### src/rtl/bscan_input_cell_chain.sv
// Input-direction boundary-scan chain: synchronises N pad inputs for the core
// and provides capture/shift/update scan cells daisy-chained into the DR path.
// TDO is cell 0; the first bit shifted out is the one captured from pad 0.
module bscan_input_cell_chain #(
    parameter int N           = 4,
    parameter int SYNC_STAGES = 2
) (
    input  logic         CLK,
    input  logic         RST,
    input  logic [N-1:0] PAD_IN,
    output logic [N-1:0] CORE_IN,
    input  logic         TDI,
    output logic         TDO,
    input  logic         CAPTURE,
    input  logic         SHIFT,
    input  logic         UPDATE,
    input  logic         EXTEST,
    output logic         DONE
);

    // Counter is wide enough to hold N itself.
    localparam int CW = $clog2(N) + 1;

    logic [SYNC_STAGES-1:0][N-1:0] sync_q, sync_d;
    logic [N-1:0]                  shift_reg_q, shift_reg_d;
    logic [N-1:0]                  update_latch_q, update_latch_d;
    logic [CW-1:0]                 cnt_q, cnt_d;
    logic                          done_q, done_d;
    logic [N-1:0]                  pad_s;

    assign pad_s = sync_q[SYNC_STAGES-1];

    // Synchroniser chain: stage 0 samples the raw pads, each later stage copies the previous one.
    always_comb begin
        sync_d[0] = PAD_IN;
        for (int i = 1; i < SYNC_STAGES; i++) begin
            sync_d[i] = sync_q[i-1];
        end
    end

    // Scan cell next state: capture beats shift, shift beats hold; update is independent.
    always_comb begin
        // NOTE: every signal gets a default before the branches so no path leaves one unassigned, which would infer a latch.
        shift_reg_d    = shift_reg_q;
        cnt_d          = cnt_q;
        done_d         = 1'b0;
        update_latch_d = UPDATE ? shift_reg_q : update_latch_q;

        if (CAPTURE) begin
            shift_reg_d = pad_s;
            cnt_d       = '0;
        end else if (SHIFT) begin
            shift_reg_d = {TDI, shift_reg_q[N-1:1]};
            if (cnt_q == CW'(N - 1)) begin
                cnt_d  = '0;
                done_d = 1'b1;
            end else begin
                cnt_d = cnt_q + CW'(1);
            end
        end
    end

    // State registers, all cleared by the asynchronous reset.
    always_ff @(posedge CLK or posedge RST) begin
        if (RST) begin
            // NOTE: the synchroniser array is reset too, so CORE_IN is a known 0 from the first cycle.
            sync_q         <= '0;
            shift_reg_q    <= '0;
            update_latch_q <= '0;
            cnt_q          <= '0;
            done_q         <= 1'b0;
        end else begin
            // NOTE: non-blocking assignments so every flop samples pre-edge values, e.g. update takes the pre-shift register.
            sync_q         <= sync_d;
            shift_reg_q    <= shift_reg_d;
            update_latch_q <= update_latch_d;
            cnt_q          <= cnt_d;
            done_q         <= done_d;
        end
    end

    // Output mux: in EXTEST the core sees the update latch instead of the pads.
    always_comb begin
        CORE_IN = EXTEST ? update_latch_q : pad_s;
        TDO     = shift_reg_q[0];
        DONE    = done_q;
    end

endmodule

### config.mk
export PLATFORM = sky130hd
export DESIGN_NAME = bscan_input_cell_chain
export DESIGN_NICKNAME = d
export VERILOG_FILES = /design/src/rtl/bscan_input_cell_chain.sv
export SDC_FILE = /design/constraint.sdc
export NUM_CORES = 1
export LEC_CHECK = 0
export CORE_MARGIN = 10
export CORE_UTILIZATION = 23
export DETAILED_ROUTE_END_ITERATION = 12
export MAX_ROUTING_LAYER = met4
export SLEW_MARGIN = 20
export SYNTH_ARGS = -nofsm -noshare
export SYNTH_HDL_FRONTEND = slang
export SYNTH_SLANG_ARGS = --single-unit
### constraint.sdc
create_clock -name CLK -period 2.7 [get_ports CLK]
set_clock_uncertainty 0.1 [all_clocks]
set_input_delay 0.405 -clock CLK [delete_from_list [all_inputs] [get_ports CLK]]
set_output_delay 0.405 -clock CLK [all_outputs]
set_load 0.03 [all_outputs]
==> summary.md <==
| Metric | Value |
|---|---|
| Status | `finished, final reports clean` |
| Max rail drop VDD | `between 0.0002 and 0.00025 V` |
| H-tree depth | `1` |
| DR WL/cell | `12.7 um` |
| Worst hold path class | `register to register` |
| Setup repair after global routing missed its margin | `false` |
| Area of the die | `6120 um^2` |
| Post-DP Area | `981 um^2` |
| WP data arrival | `1.92 ns` |
| Fillers | `368` |
| Synthesis warning total | `0` |
| DR iter-0 viols | `12` |
| Die X | `78.2 um` |
| Slew Viols, Final | `0` |
| Max Freq | `412 MHz` |
| Final hold vios | `0` |
| Clock buffer depth | `2` |
| HP Start | `sync_d[5]` |
| FF-to-FF End | `cnt_q[1]` |
| Final instance count without filler cells | `118` |
| Synthesis-to-finish area growth | `30.5%` |
| Total Wirelength | `1500 um` |
| CTS Root Cell | `clkbuf_4` |
| Vias per inst | `3.97` |
| Startpoint Class | `input pin` |
| Initial antenna violation count | `0` |
| # nets final | `between 80 and 90` |
| Setup bufs post-CTS | `0` |
| Detailed Place HPWL | `between 1000 and 1500 um` |
| Hold path cells | `0` |
| Synth top area share | `0.642` |
| Clock transition at path regs | `0.10 ns` |
| Leakage power | `0.445 nW` |
| Vias in the first global route | `558` |
| Most frequent cells in the layout | `dfrtp_1 (20), clkdlybuf4s50_1 (16), mux2_2 (8)` |
| Clk_lat worst skew | `0.29 ns` |
| Post-Syn Nets | `66` |
| Headroom to the max-slew limit | `0.498` |
| Initial Util | `0.235` |
| Post-route ant nets | `0` |
| 1st-pass router iterations | `4` |
| Post-place setup slack | `between 0.2 and 0.3 ns` |
| Share of cells above drive strength 1 | `0.222` |
| Minimum clock period | `roughly 2.4 ns` |
| Reg2Reg Setup Slack | `between 1.5 and 2 ns` |
| Crit path max fanout | `4` |
| Fin worst setup slack | `0.276 ns` |
| PostCTS Resize Cnt | `0` |
| Die height | `78.2 um` |
| Worst slew pin tran | `0.752 ns` |
| Worst r2r src | `cnt_q[0]` |
| Synth area leader | `dfrtp_1` |
| Gr usage total | `0.0535` |
| Number of core rows | `21` |
| Syn_area_per_cell | `14.4 um^2` |
| Pwr dens | `between 500 and 600 nW/um^2` |
| Multi-input logic area | `259 um^2` |
| Largest net degree at the start of global routing | `21` |
| DRC viols | `0` |
| Vias | `468` |
| Seq pwr share | `0.557` |
| Buffers added on ports | `16` |
| Hold Crit Endpoint | `pad_s[1]` |
| Worst setup EP type | `primary output` |
| Tot Pwr | `roughly 600 uW` |
| Congestion Overflow GR | `0` |
| Clk pwr share | `0.276` |
| Kind of critical path | `input pin to primary output` |
| Switching part of the total power | `0.245` |
| Gpl congestion | `0.704` |
| Mapped Cells | `54` |
| Total negative setup slack | `0 ns` |
| Post-synth design cell area | `around 780 um^2` |
| Final Setup Violations | `0` |
| Post-Place Cells | `114` |
| Hold buffers post-CTS | `0` |
| Fin area | `1020 um^2` |
| Top cells by area, synth | `dfrtp_1 (64%), mux2_2 (12%), mux2i_1 (5.1%)` |
| Synth Register Bits | `20` |
| Post-synthesis sequential area ratio | `0.642` |
| I/O pin count | `17` |
| Reg area | `500 um^2` |
| R2R depth | `4` |
| NetSw | `149 uW` |
| Core Box Area | `3310 um^2` |
| Gate power share | `0.167` |
| Cell internal pwr | `457 uW` |
| CTS sink count | `20` |
| Max-cap violations | `0` |
| Global-route wire length before repair | `2560 um` |
| Final period util | `0.898` |
| Post-synthesis cell type count | `16` |
| Diodes inserted | `0` |
| CTS buffer count | `3` |
| Required time worst endpoint | `2.19 ns` |
| Most common cell after layout, fill and taps aside | `dfrtp_1` |
| TritonCTS clock tree | `yes` |
==> critical path, cell delays in order <==
cell and delay, ns:
clkdlybuf4s50_1 0.55, mux2_2 0.36, clkdlybuf4s50_1 0.60
==> routing by layer <==
layer  vias up  track usage  routed length (um)
li1        219            -                   -
met1       230       0.0588                 678
met3         0       0.0205                 113
met2        19       0.0806                 704
met4         0       0.0323                   0
met5         -            -                   0
==> flip-flops by register name (all words and copies together), names as in the netlist <==
signal / cells
shift_reg_q: 4
sync_d: 4
pad_s: 4
cnt_q: 3
DONE: 1
update_latch_q: 4
==> final cells by class <==
cell class	instances	area share
sequential	20	0.492
multi-input combinational	31	0.255
timing repair buffer	16	0.157
tap	46	0.0566
clock buffer	4	0.0357
inverter	1	0.00369
==> through the flow <==
| stage | hold slack [ns] | util |
|---|---|---|
| 6_report | 0.264 | 0.307 |
| 5_1_grt | 0.281 | 0.307 |
| 4_1_cts | 0.266 | 0.307 |
| 3_5_place_dp | 0.240 | 0.296 |
| 3_3_place_gp | 0.232 | 0.296 |
| 2_1_floorplan | 0.231 | - |
==> synthesized netlist by cell type (all sizes together) <==
cell type	number
a21oi	2
and3b	1
buf	2
dfrtp	20
ha	1
inv	1
mux2	8
mux2i	4
nand2	5
nand2b	3
nand3	1
nand3b	1
nor3	1
o21ai	4
==> how the worst max path moves through the flow <==
stage	end	cells after the start	slack [ns]	start
after floorplan	CORE_IN[0]	1	1.40	EXTEST
after global placement	CORE_IN[3]	3	0.30	EXTEST
after detailed placement	CORE_IN[1]	3	0.27	EXTEST
after CTS	CORE_IN[1]	3	0.26	EXTEST
after global routing	CORE_IN[1]	3	0.22	EXTEST
final	CORE_IN[1]	3	0.28	EXTEST
==> power groups by stage <==
stage	sequential (mW)	clock [mW]	combinational [mW]
2_1_floorplan	0.341	0	0.0599
3_3_place_gp	0.344	0	0.0996
6_report	0.337	0.167	0.101
3_5_place_dp	0.343	0	0.102
4_1_cts	0.338	0.177	0.103
5_1_grt	0.340	0.188	0.111
==> logic make-up (layout without fill, tap and decap cells) <==
group | count (synthesis) | after routing | synth area share
flip-flops | 20 | 20 | 0.642
buffers and inverters | 3 | 21 | 0.0257
AND/OR/NAND/NOR | 12 | 12 | 0.101
AO/OA/AOI/OAI | 6 | 6 | 0.0482
adder cells (fa/ha/maj) | 1 | 1 | 0.0160
multiplexers | 12 | 12 | 0.167
No activity file was read; power rests on OpenSTA's default activity.
